`src/rtl/req_arbiter.sv`:
```
// Round-robin arbiter between a CPU and a DMA requester in front of a single-port
// memory with fixed read latency; one access is in flight at a time.
module req_arbiter #(
    parameter int ADDR_W  = 23,
    parameter int DATA_W  = 32,
    parameter int MEM_LAT = 1
) (
    input  logic              wb_clk_i,
    input  logic              wb_rst_i,
    input  logic              cpu_req_valid,
    input  logic [ADDR_W-1:0] cpu_req_addr,
    input  logic              cpu_req_rw,
    input  logic [DATA_W-1:0] cpu_req_wdata,
    output logic              cpu_req_ack,
    output logic [DATA_W-1:0] cpu_rsp_rdata,
    input  logic              dma_req_valid,
    input  logic [ADDR_W-1:0] dma_req_addr,
    input  logic              dma_req_rw,
    input  logic [DATA_W-1:0] dma_req_wdata,
    output logic              dma_req_ack,
    output logic [DATA_W-1:0] dma_rsp_rdata,
    output logic              mem_en,
    output logic              mem_we,
    output logic [ADDR_W-3:0] mem_addr,
    output logic [DATA_W-1:0] mem_wdata,
    input  logic [DATA_W-1:0] mem_rdata,
    output logic [1:0]        dbg_state
);

    typedef enum logic [1:0] {
        IDLE   = 2'd0,
        ACCESS = 2'd1,
        WAIT   = 2'd2,
        RESP   = 2'd3
    } state_t;

    localparam logic [2:0] LAT = 3'(MEM_LAT);

    // Handshake: a requester raises valid with stable fields and holds them until
    // the edge that samples its 1-cycle ack. Once granted, an access always runs to
    // completion and acks, even if valid is dropped early; only reset abandons it.

    state_t              state;
    logic                grant_dma;
    logic                last_dma;
    logic                is_write;
    logic [2:0]          cnt;

    logic                sel_dma;
    logic [ADDR_W-3:0]   sel_waddr;
    logic                sel_rw;
    logic [DATA_W-1:0]   sel_wdata;
    logic                unused_byte_addr;

    assign unused_byte_addr = ^{cpu_req_addr[1:0], dma_req_addr[1:0]};

    // DMA wins only when it is alone or when the CPU had the previous grant.
    always_comb begin
        sel_dma   = dma_req_valid && (!cpu_req_valid || !last_dma);
        sel_waddr = sel_dma ? dma_req_addr[ADDR_W-1:2] : cpu_req_addr[ADDR_W-1:2];
        sel_rw    = sel_dma ? dma_req_rw : cpu_req_rw;
        sel_wdata = sel_dma ? dma_req_wdata : cpu_req_wdata;
    end

    always_ff @(posedge wb_clk_i) begin
        if (wb_rst_i) begin
            state         <= IDLE;
            grant_dma     <= 1'b0;
            last_dma      <= 1'b1;
            is_write      <= 1'b0;
            cnt           <= 3'd0;
            cpu_req_ack   <= 1'b0;
            dma_req_ack   <= 1'b0;
            cpu_rsp_rdata <= '0;
            dma_rsp_rdata <= '0;
            mem_en        <= 1'b0;
            mem_we        <= 1'b0;
            mem_addr      <= '0;
            mem_wdata     <= '0;
        end else begin
            case (state)
                IDLE: begin
                    if (cpu_req_valid || dma_req_valid) begin
                        grant_dma <= sel_dma;
                        last_dma  <= sel_dma;
                        is_write  <= sel_rw;
                        mem_addr  <= sel_waddr;
                        mem_wdata <= sel_wdata;
                        mem_we    <= sel_rw;
                        mem_en    <= 1'b1;
                        state     <= ACCESS;
                    end
                end
                ACCESS: begin
                    mem_en <= 1'b0;
                    mem_we <= 1'b0;
                    if (is_write) begin
                        cpu_req_ack <= !grant_dma;
                        dma_req_ack <= grant_dma;
                        state       <= RESP;
                    end else begin
                        cnt   <= 3'd1;
                        state <= WAIT;
                    end
                end
                WAIT: begin
                    if (cnt == LAT) begin
                        if (grant_dma) begin
                            dma_rsp_rdata <= mem_rdata;
                        end else begin
                            cpu_rsp_rdata <= mem_rdata;
                        end
                        cpu_req_ack <= !grant_dma;
                        dma_req_ack <= grant_dma;
                        state       <= RESP;
                    end else begin
                        cnt <= cnt + 3'd1;
                    end
                end
                RESP: begin
                    cpu_req_ack <= 1'b0;
                    dma_req_ack <= 1'b0;
                    state       <= IDLE;
                end
                default: state <= IDLE;
            endcase
        end
    end

    assign dbg_state = state;

endmodule

```
`config.mk`:
```
export PLATFORM = sky130hd
export DESIGN_NAME = req_arbiter
export DESIGN_NICKNAME = d
export VERILOG_FILES = /design/src/rtl/req_arbiter.sv
export SDC_FILE = /design/constraint.sdc
export NUM_CORES = 1
export LEC_CHECK = 0
export BUFFER_PORTS_ARGS = -buffer_cell sky130_fd_sc_hd__buf_2
export CORE_ASPECT_RATIO = 0.7
export CORE_MARGIN = 1.5
export CORE_UTILIZATION = 27
export DETAILED_ROUTE_END_ITERATION = 6
export PLACE_DENSITY_LB_ADDON = 0.08
export SLEW_MARGIN = 30
export SYNTH_ARGS = -nofsm -noshare
export SYNTH_HDL_FRONTEND = slang
export SYNTH_SLANG_ARGS = --single-unit
```
`constraint.sdc`:
```
create_clock -name wb_clk_i -period 1.95 [get_ports wb_clk_i]
set_input_delay 0.4875 -clock wb_clk_i [delete_from_list [all_inputs] [get_ports wb_clk_i]]
set_output_delay 0.4875 -clock wb_clk_i [all_outputs]
set_load 0.005 [all_outputs]
```
* Word level (Yosys, flattened, before mapping)
Index checks and enable logic that the tools add are counted.
** Storage, ports and cells
- Register bits :: 129
- Bits in latches :: 0
- Bits in writable memories :: 0
- Memory bits (read-only) :: 0
- Input port bits :: 148
- Word-level logic and storage cells :: 61
- Memories kept :: 0
** Cells by class
- Add/sub/neg operators :: 1
- Multiply operators :: 0
- Divide/modulo/power cells :: 0
- Magnitude comparators :: 0
- Equal/unequal tests :: 9
- Shifts and indexed selects :: 0
- Multiplexer cells :: 20
- Bitwise operators :: 1
- Reduce and logical (&&, ||, !) cells :: 17
** Operators by type and width (count)
- $mux 32 :: 1
- $mux 21 :: 1
- $reduce_and 3->1 :: 4
- $ne 2x2->1 const B :: 5
- $mux 1 :: 8
- $pmux 2 s4 :: 1
- $mux 3 :: 2
- $pmux 1 s3 :: 2
- $pmux 3 s2 :: 1
- $reduce_and 2->1 :: 3
- $eq 2x2->1 const B :: 2
- $mux 2 :: 2
- $pmux 1 s2 :: 2
- $reduce_bool 2->1 :: 2
- $add 3x1->3 const B :: 1
- $eq 3x1->1 const B :: 1
- $logic_not 1->1 :: 3
- $reduce_bool 3->1 :: 1
- $eq 2x1->1 const B :: 1
- $logic_not 2->1 :: 1
- $logic_or 1x1->1 :: 2
- $logic_and 1x1->1 :: 1
- $not 1->1 :: 1

* Logic depth before layout (Yosys ltp)
Gate-level depths: netlist of run 1.
- Depth after elaboration :: 6
- Gate-level depth with buffers :: 8

* Worst setup path after synthesis of run 1
No wires, ideal clock.
- Path type :: flip-flop to flip-flop
- Start point :: register state[0], in the netlist dbg_state[0]
- End point :: register mem_addr[0]
- Library setup time :: 86 ps
- Arrival time :: 1536 ps
- Slack :: 329 ps
- Stages on the path, launching flop included :: 9
- Path buffers :: 4
- Period minus slack after synthesis :: 1621 ps
- Cells stage by stage :: dfxtp_1 -> inv_1 -> ha_1 -> buf_4 -> o21a_1 -> buf_2 -> buf_2 -> buf_2 -> a211oi_1
** On the way
- Longest elaborated chain between the ends :: 2
** Ends and longest elaborated chain
- start, declared :: RTL line 43 : state_t state;
- start signal, assigned :: RTL line 67 : state <= IDLE;
- start signal, assigned :: RTL line 91 : state <= ACCESS;
- start signal, assigned :: RTL line 100 : state <= RESP;
- $logic_not 2->1 :: RTL line 81 : case (state)
- $reduce_and 2->1 (no line)
- end signal, assigned :: RTL line 87 : mem_addr <= sel_waddr;
- end, declared :: RTL line 24 : output logic [ADDR_W-3:0] mem_addr,
No other way between the ends.
A chain may end at the register's enable or synchronous reset.

* Worst setup path in the final report of run 1
- Start point :: register state[0], in the netlist dbg_state[0]
- End point :: register dma_rsp_rdata[29]
** On the way
- Longest elaborated chain between the ends :: 2
** Ends and longest elaborated chain
- $eq 2x2->1 :: RTL line 81
- $reduce_and 3->1 (no line)
- end signal, assigned :: RTL line 109 : dma_rsp_rdata <= mem_rdata;
- end, declared :: RTL line 21 : output logic [DATA_W-1:0] dma_rsp_rdata,
No other way between the ends.

==> flow_summary.yaml, run 1 <==
placed_design:
  numPortBuffers: 266
  dp_slack_ns: 0.113
  dpl_cell_area_um2: 6880
  place_congestion: 0.745
  post-place-cells: 1073
  dp_hpwl_um: 11300
worst_setup_path:
  startpoint: "dbg_state[0]$_SDFFE_PP0P_"
  rr_worst_depth: 7
  start_kind: "flop"
  cp_top_family: "simple AND/OR/NAND/NOR gates"
  r2r_slack_ns: 0.20
  cp-end-kind: "flop"
  max_stage_delay_ns: 0.36
  r2r_start: "dbg_state[0]$_SDFFE_PP0P_"
  path_class: "reg2reg"
  crit_fanout: 32
  crit_buf_inv: 2
  crit_path_cell_trace: "inv_1, ha_1, nand3b_2, or2_1, buf_12, nand2_1, a21oi_1"
  critPathRequiredTime_ns: 2.24
  slowest_stage: "dfxtp_1"
  cp.depth: 7
  arrival_ns: 2.04
finish:
  multi_input_area_um2: 2350
  stdcell_area_um2: 7450
  area_delta_synth_final_pct: 42.6
  final_cell_count_no_fill: 1106
  drive_gt1_frac: 0.384
  filler_cell_count: 1942
  fin_nets: 1004
  regArea_um2: 2580
hold_path:
  hold_depth: 3
  min_path_type: "in2reg"
  min-delay-start: "mem_rdata[15]"
yosys:
  synth.net_count: 742
  yosys-top-cells-count: "nand2_1, dfxtp_1, a21oi_1"
  synth_ff_type: "dfxtp_1"
  synth.avg_cell_area_um2: 8.88
  synth_seq_cells: 129
  synth_area_um2: 5220
  synth_warnings: 0
  netlist.area_leader.share: 0.495
  async_reset_ff_frac: 0
  synth_cells: 588
  synthTopCellsByArea: "dfxtp_1, mux2i_1, nand2_1"
  yosysTopAreaCell: "dfxtp_1"
  synth_edf_count: 0
  ys_seq_area_frac: 0.495
  yosysMostFrequentCell: "nand2_1"
  yosys.cell_types.count: 33
route:
  drtAntennaViolNets: 0
  via_count: 4980
  vias_per_cell: 4.50
  drt_iter0_drc: 239
  routed_wl_um: 15400
  routedWlPerCell_um: 13.9
  firstDrtPassIters: 4
  drc: 0
pwr:
  leakage_nw: 3.38
  peakVddDrop_v: 0.000400
  p_per_area_nw_per_um2: 1230
cts:
  hold_buffers: 0
  cts_tree: "built"
  cts_buffers: 17
  htreeDepth: 4
  cts.clk_slew.worst_paths_ns: 0.06
  clock_path_buffers: 2
  worstSkewPairLatency_ns: 0.41
  cts_sinks: 129
  cts_setup_buffers: 0
  cts-root-buf: "clkbuf_16"
timing:
  min_period_over_period: 0.900
  worst_slack_ns: 0.195
  maxSlewViolCount: 0
  timing.slew.headroom: 0.684
  setup_viol: 0
  fmax_mhz: 570
  layout_min_cycle_time_ns: 1.75
  finalHoldViolCount: 0
  tns_ns: 0
  skew_ns: 0.0106
  rsz0062_at_grt: "no"
  tightest_slew_ns: 0.474
global_routing:
  antenna_found_initial: 0
  grt_remaining_overflow: 0
  grt_pass1_wl_um: 24300
  grt_pass1_vias: 4892
  track_usage: 0.152
  grt_max_degree: 44
die:
  start_util: 0.276
  die_w_um: 169
  die_area_um2: 20200
  dieHeight_um: 119
  floorplan.io_pins: 271
  fp.coreArea_um2: 18900
  fp-row-count: 42
run:
  maxCapViolations: 0
run_status:
  status: "completed"
## worst paths after layout
kind	to
worst max-delay path	dma_rsp_rdata[29]$_SDFFE_PP0P_
worst min-delay path	cpu_rsp_rdata[15]$_SDFFE_PP0P_
worst max register to register	dma_rsp_rdata[29]$_SDFFE_PP0P_
worst min register to register	cpu_rsp_rdata[13]$_SDFFE_PP0P_
## metal layers
layer,global-route usage,wire length [µm],vias up
met4,0.0470,201,0
met2,0.259,7240,158
met3,0.0512,1070,16
met5,0,0,-
li1,-,-,2541
met1,0.180,6860,2265
## cell type report
cell class,count,area share
clock buffer,17,0.0571
sequential,129,0.347
tap,242,0.0407
timing repair buffer,289,0.219
inverter,5,0.00252
multi-input combinational,408,0.316
antenna,1,0.000336
clock inverter,15,0.0180
## kinds of logic (layout without fill, tap and decap cells)
logic type	after synthesis	count (layout)	synth area share
compound gates	137	137	0.166
fa+ha+maj	6	6	0.0144
buf+inv	51	326	0.0587
flops	129	129	0.495
mux	57	57	0.110
other cells	0	1	0
simple gates	208	208	0.157
## worst register-to-register path: cells and delay by family, from the launching register on
family | cells | cell delay, ns
compound gates | 1 | 0.06
buf+inv | 2 | 0.29
flops | 1 | 0.36
simple gates | 3 | 0.57
fa+ha+maj | 1 | 0.35
## flip-flops by register name (all words and copies together), names as in the netlist
register / flops
dma_rsp_rdata: 32
is_write: 1
dma_req_ack: 1
mem_we: 1
mem_en: 1
cnt: 3
grant_dma: 1
mem_addr: 21
cpu_req_ack: 1
cpu_rsp_rdata: 32
dbg_state: 2
mem_wdata: 32
last_dma: 1
## what timing repair did
item                                   CTS  global route
endpoints found under the hold margin    0             0
setup endpoints to repair                0             4
gates resized for setup                  0             1
## where the power goes
part / total (mW) / internal, mW / switching, mW / leakage [nW]
Combinational: 2.76 / 1.27 / 1.49 / 2.05
Clock: 3.01 / 1.76 / 1.24 / 0.270
Sequential: 3.43 / 3.16 / 0.273 / 1.05
## layout by cell type, fill, tap and decap left out, types with 10 or more instances in the layout
cell type,Yosys,final
nor2_1,64,64
a21oi_1,71,71
buf_12,5,10
mux2i_1,56,56
nand2_1,130,130
a211oi_1,54,54
buf_2,18,265
clkbuf_16,0,17
buf_4,1,14
dfxtp_1,129,129
## per-stage QoR
step / power [mW] / hold slack, ns / utilization
after floorplan: 5.15 / 0.453 / -
after global routing: 9.79 / 0.312 / 0.394
final: 9.19 / 0.324 / 0.394
after global placement: 6.20 / 0.441 / 0.364
after detailed placement: 6.28 / 0.445 / 0.364
after CTS: 9.34 / 0.302 / 0.393
Power figures use the tool's default switching activity.
==> run 2, diff against run 1 <==
--- a/config.mk
+++ b/config.mk
@@ -10,7 +10,6 @@
 export CORE_MARGIN = 1.5
 export CORE_UTILIZATION = 27
 export DETAILED_ROUTE_END_ITERATION = 6
-export PLACE_DENSITY_LB_ADDON = 0.08
 export SLEW_MARGIN = 30
 export SYNTH_ARGS = -nofsm -noshare
 export SYNTH_HDL_FRONTEND = slang
==> flow_summary.yaml, run 2 (synthesis gave the netlist of run 1 again) <==
route:
  routedWlPerCell_um: 13.4
  via_count: 4885
  firstDrtPassIters: 6
  vias_per_cell: 4.42
  drc: 0
  routed_wl_um: 14800
  drt_iter0_drc: 244
  drtAntennaViolNets: 0
hold_path:
  hold_depth: 3
  min-delay-start: "mem_rdata[26]"
  min_to: "cpu_rsp_rdata[26]$_SDFFE_PP0P_"
  min_path_type: "in2reg"
cts:
  cts_buffers: 17
  hold_buffers: 0
  cts_sinks: 129
  cts_setup_buffers: 0
  htreeDepth: 4
  cts_tree: "built"
  clock_path_buffers: 2
  cts-root-buf: "clkbuf_16"
  cts.clk_slew.worst_paths_ns: 0.06
  ctsResizeCount: 0
  worstSkewPairLatency_ns: 0.41
finish:
  fin_nets: 1003
  area_delta_synth_final_pct: 43.1
  filler_cell_count: 1924
  final_cell_mix: "buf_2, nand2_1, dfxtp_1, a21oi_1, nor2_1"
  antennaDiodeCount: 0
  utilization: 0.395
  final_common_cell: "buf_2"
  top_regs: "cpu_rsp_rdata (32), dma_rsp_rdata (32), mem_wdata (32)"
  drive_gt1_frac: 0.382
global_routing:
  grt_remaining_overflow: 0
  grt_pass1_wl_um: 23900
  grt_pass1_vias: 4630
  antenna_found_initial: 0
  grt_max_degree: 40
  track_usage: 0.150
pwr:
  p_clk_frac: 0.339
  p_sw_mw: 2.99
  intPower_mw: 6.37
  p_per_area_nw_per_um2: 1250
  peakVddDrop_v: 0.000629
  finalPower_mw: 9.36
  swShare: 0.319
  leakage_nw: 3.40
  p_comb_frac: 0.296
  seq_power_share: 0.365
die:
  fp.coreArea_um2: 18900
  floorplan.io_pins: 271
  fp-row-count: 42
  die_w_um: 169
  die_area_um2: 20200
  dieHeight_um: 119
  start_util: 0.276
timing:
  fmax_mhz: 581
  timing.slew.headroom: 0.666
  layout_min_cycle_time_ns: 1.72
  min_period_over_period: 0.883
  tns_ns: 0
  setup_viol: 0
  rsz0062_at_grt: "no"
  skew_ns: 0.00725
  finalHoldViolCount: 0
  whs_ns: 0.323
  tightest_slew_ns: 0.496
  maxSlewViolCount: 0
placed_design:
  numPortBuffers: 266
  place_congestion: 0.746
  dp_hpwl_um: 10800
worst_setup_path:
  cp-end-kind: "flop"
  r2r_start: "dbg_state[1]$_SDFFE_PP0P_"
  arrival_ns: 1.99
  r2r_slack_ns: 0.23
  path_class: "reg2reg"
  rr_endpoint: "dma_rsp_rdata[24]$_SDFFE_PP0P_"
  rr_worst_depth: 6
  critPathRequiredTime_ns: 2.22
  start_kind: "flop"
  crit_fanout: 32
run_status:
  status: "completed"
run:
  maxCapViolations: 0
[run 2: routing by layer]
layer  vias to the layer above  global-route usage  part of all wire  routed length (µm)
met1                      2198               0.202              0.49                7260
li1                       2538                   -                 -                   -
met5                         -                   0                 0                   0
met4                         0              0.0448             0.011                 164
met3                        11              0.0459             0.060                 893
met2                       138               0.228              0.44                6510
[run 2: worst max-delay path by stage]
stage,start,end,slack [ns]
after detailed placement,dbg_state[1]$_SDFFE_PP0P_,dma_rsp_rdata[9]$_SDFFE_PP0P_,0.23
after global placement,dbg_state[1]$_SDFFE_PP0P_,dma_rsp_rdata[26]$_SDFFE_PP0P_,0.26
final,dbg_state[1]$_SDFFE_PP0P_,dma_rsp_rdata[24]$_SDFFE_PP0P_,0.23
after global routing,dbg_state[1]$_SDFFE_PP0P_,mem_wdata[8]$_SDFFE_PP0P_,0.07
after floorplan,dbg_state[0]$_SDFFE_PP0P_,mem_addr[0]$_SDFFE_PP0P_,0.33
after CTS,dbg_state[1]$_SDFFE_PP0P_,dma_rsp_rdata[9]$_SDFFE_PP0P_,0.22
[run 2: area by class of cell]
type	count	area, µm²	area share
Sequential cell	129	2580	0.346
Multi-Input combinational cell	408	2350	0.314
Tap cell	242	303	0.0405
Clock inverter	14	155	0.0208
Clock buffer	18	439	0.0588
Timing Repair Buffer	288	1620	0.217
Inverter	5	18.8	0.00251
[run 2: through the flow]
step	instance area [µm²]	cells	worst slack, ns
6_report	7470	1104	0.229
3_3_place_gp	6880	1072	0.256
3_5_place_dp	6880	1072	0.233
2_1_floorplan	5220	588	0.329
4_1_cts	7470	1104	0.218
5_1_grt	7470	1104	0.0737
[run 2: worst max-delay path: stages, from the launching register on]
cell      delay, ns
dfxtp_1        0.43
ha_1           0.36
nand3b_2       0.18
or2_1          0.27
buf_12         0.18
nand2_1        0.08
a21oi_1        0.06
[run 2: power groups by stage]
stage                     registers, mW  clock network, mW  logic (mW)
after CTS                          3.42               3.28        2.81
after global routing               3.49               3.40        3.12
after detailed placement           3.47                  0        2.80
after global placement             3.44                  0        2.79
final                              3.41               3.18        2.77
after floorplan                    3.52                  0        1.63
==> run 3, diff against run 2 <==
==> constraint.sdc (replaced) <==
create_clock -name wb_clk_i -period 1.5 [get_ports wb_clk_i]
set_input_delay 0.375 -clock wb_clk_i [delete_from_list [all_inputs] [get_ports wb_clk_i]]
set_output_delay 0.375 -clock wb_clk_i [all_outputs]
set_load 0.005 [all_outputs]
==> flow_summary.yaml, run 3 (synthesis gave the netlist of run 1 again) <==
placed_design:
  place_congestion: 0.765
  dp_slack_ns: -0.0930
  post-place-cells: 1093
  numPortBuffers: 266
  dpl_cell_area_um2: 7060
  dp_hpwl_um: 11200
global_routing:
  grt_pass1_wl_um: 25300
  track_usage: 0.159
  grt_remaining_overflow: 0
  antenna_found_initial: 0
  grt_pass1_vias: 4917
  grt_max_degree: 42
finish:
  area_delta_synth_final_pct: 61.4
  final_cell_count_no_fill: 1148
  stdcell_area_um2: 8430
  final_common_cell: "buf_2"
  antennaDiodeCount: 0
  drive_gt1_frac: 0.483
  top_regs: "cpu_rsp_rdata (32), dma_rsp_rdata (32), mem_wdata (32)"
  fin_nets: 1047
  final_cell_mix: "buf_2, dfxtp_1, nand2_1, a21oi_1, nor2_1"
die:
  die_area_um2: 20200
  start_util: 0.276
  fp-row-count: 42
  fp.coreArea_um2: 18900
  die_w_um: 169
  dieHeight_um: 119
  floorplan.io_pins: 271
cts:
  cts_tree: "built"
  htreeDepth: 4
  cts-root-buf: "clkbuf_16"
  clock_path_buffers: 2
  worstSkewPairLatency_ns: 0.41
  cts.clk_slew.worst_paths_ns: 0.06
  hold_buffers: 0
  cts_buffers: 17
  cts_sinks: 129
route:
  top_layer: "met4"
  via_count: 5230
  wl_met3_um: 1130
  drt_iter0_drc: 269
  met2_length_um: 7840
  met1_length_um: 8150
  drc: 0
  vias_per_cell: 4.56
  drtAntennaViolNets: 0
  routed_wl_um: 17400
  firstDrtPassIters: 4
  routedWlPerCell_um: 15.1
worst_setup_path:
  max_stage_delay_ns: 0.35
  cp-end-kind: "flop"
  crit_fanout: 8
  path_class: "reg2reg"
  cp_top_family: "simple AND/OR/NAND/NOR gates"
  critPathRequiredTime_ns: 1.78
  rr_endpoint: "dma_rsp_rdata[8]$_SDFFE_PP0P_"
  crit_path_cell_trace: "inv_4, buf_6, ha_4, nand3b_4, or2_4, clkbuf_16, nand2_2, a21oi_1"
  slowest_stage: "dfxtp_4"
  rr_worst_depth: 8
  r2r_start: "dbg_state[0]$_SDFFE_PP0P_"
  cp.depth: 8
  startpoint: "dbg_state[0]$_SDFFE_PP0P_"
  start_kind: "flop"
  r2r_slack_ns: -0.01
  crit_buf_inv: 3
  arrival_ns: 1.79
  worstSetupEndpoint: "dma_rsp_rdata[8]$_SDFFE_PP0P_"
timing:
  skew_ns: 0.00683
  finalHoldViolCount: 0
  rsz0062_at_grt: "yes"
  tightest_slew_ns: 0.333
  setup_viol: 7
  maxSlewViolCount: 0
  worst_slack_ns: -0.0114
  min_period_over_period: 1.01
  layout_min_cycle_time_ns: 1.51
  timing.slew.headroom: 0.778
  fmax_mhz: 662
pwr:
  p_per_area_nw_per_um2: 1710
  peakVddDrop_v: 0.000775
  leakage_nw: 3.81
hold_path:
  min_path_type: "in2reg"
run_status:
  failed_checks: "setup timing"
  status: "complete, but fails checks"
run:
  maxCapViolations: 0
## run 3: cell types whose count changed in the layout (fill, tap and decap cells not counted), sizes merged
cell / before / now
buf: 288 / 322
inv: 9 / 7
clkinv: 7 / 5
clkbuf: 18 / 30
o21a: 1 / 2
clkinvlp: 1 / 2
## run 3: repair_timing
item	4_1_cts	5_1_grt
pin swaps	2	27
cloned	3	11
setup buffers	3	8
setup endpoints to repair	110	123
gates resized for setup	37	58
## run 3: final cells by class
type	instances	area, µm²
clock buffer	21	482
clock inverter	11	125
fill	1862	10500
inverter	5	23.8
multi-input combinational	409	2690
sequential	129	2590
tap	242	303
timing repair buffer	331	2220
## run 3: how the worst min path moves through the flow
stage | start | slack (ns) | depth (start not counted) | to
global route | mem_rdata[26] | 0.19 | 3 | dma_rsp_rdata[26]$_SDFFE_PP0P_
CTS | mem_rdata[26] | 0.19 | 3 | dma_rsp_rdata[26]$_SDFFE_PP0P_
floorplan | cpu_rsp_rdata[0]$_SDFFE_PP0P_ | 0.45 | 2 | cpu_rsp_rdata[0]$_SDFFE_PP0P_
global placement | cpu_rsp_rdata[22]$_SDFFE_PP0P_ | 0.44 | 2 | cpu_rsp_rdata[22]$_SDFFE_PP0P_
detailed placement | dma_rsp_rdata[1]$_SDFFE_PP0P_ | 0.44 | 2 | dma_rsp_rdata[1]$_SDFFE_PP0P_
finish | mem_rdata[26] | 0.21 | 3 | dma_rsp_rdata[26]$_SDFFE_PP0P_
## run 3: where the power goes
group,switching (mW),internal (mW),total [mW],leakage [nW]
combinational,2.70,3.01,5.71,2.46
sequential,0.357,4.12,4.48,1.06
clock,1.54,2.64,4.18,0.295
## run 3: through the flow
stage	total power [mW]	utilization	hold slack, ns	setup TNS, ns
6_report	14.4	0.446	0.214	-0.0566
5_1_grt	15.3	0.446	0.189	-2.55
4_1_cts	13.5	0.420	0.193	-0.156
3_5_place_dp	8.49	0.373	0.443	-2.01
3_3_place_gp	8.43	0.373	0.439	-0.512
2_1_floorplan	6.86	-	0.453	-0.451
## run 3: metal layers
layer	track usage	up-vias
met2	0.256	161
li1	-	2626
met4	0.0465	0
met1	0.206	2429
met5	0	-
met3	0.0469	14
## run 3: worst reg2reg max path, stage by stage (launching register included)
cell and delay, ns:
dfxtp_4 0.35, inv_4 0.06, buf_6 0.09, ha_4 0.15
nand3b_4 0.11, or2_4 0.31, clkbuf_16 0.21, nand2_2 0.07
a21oi_1 0.05
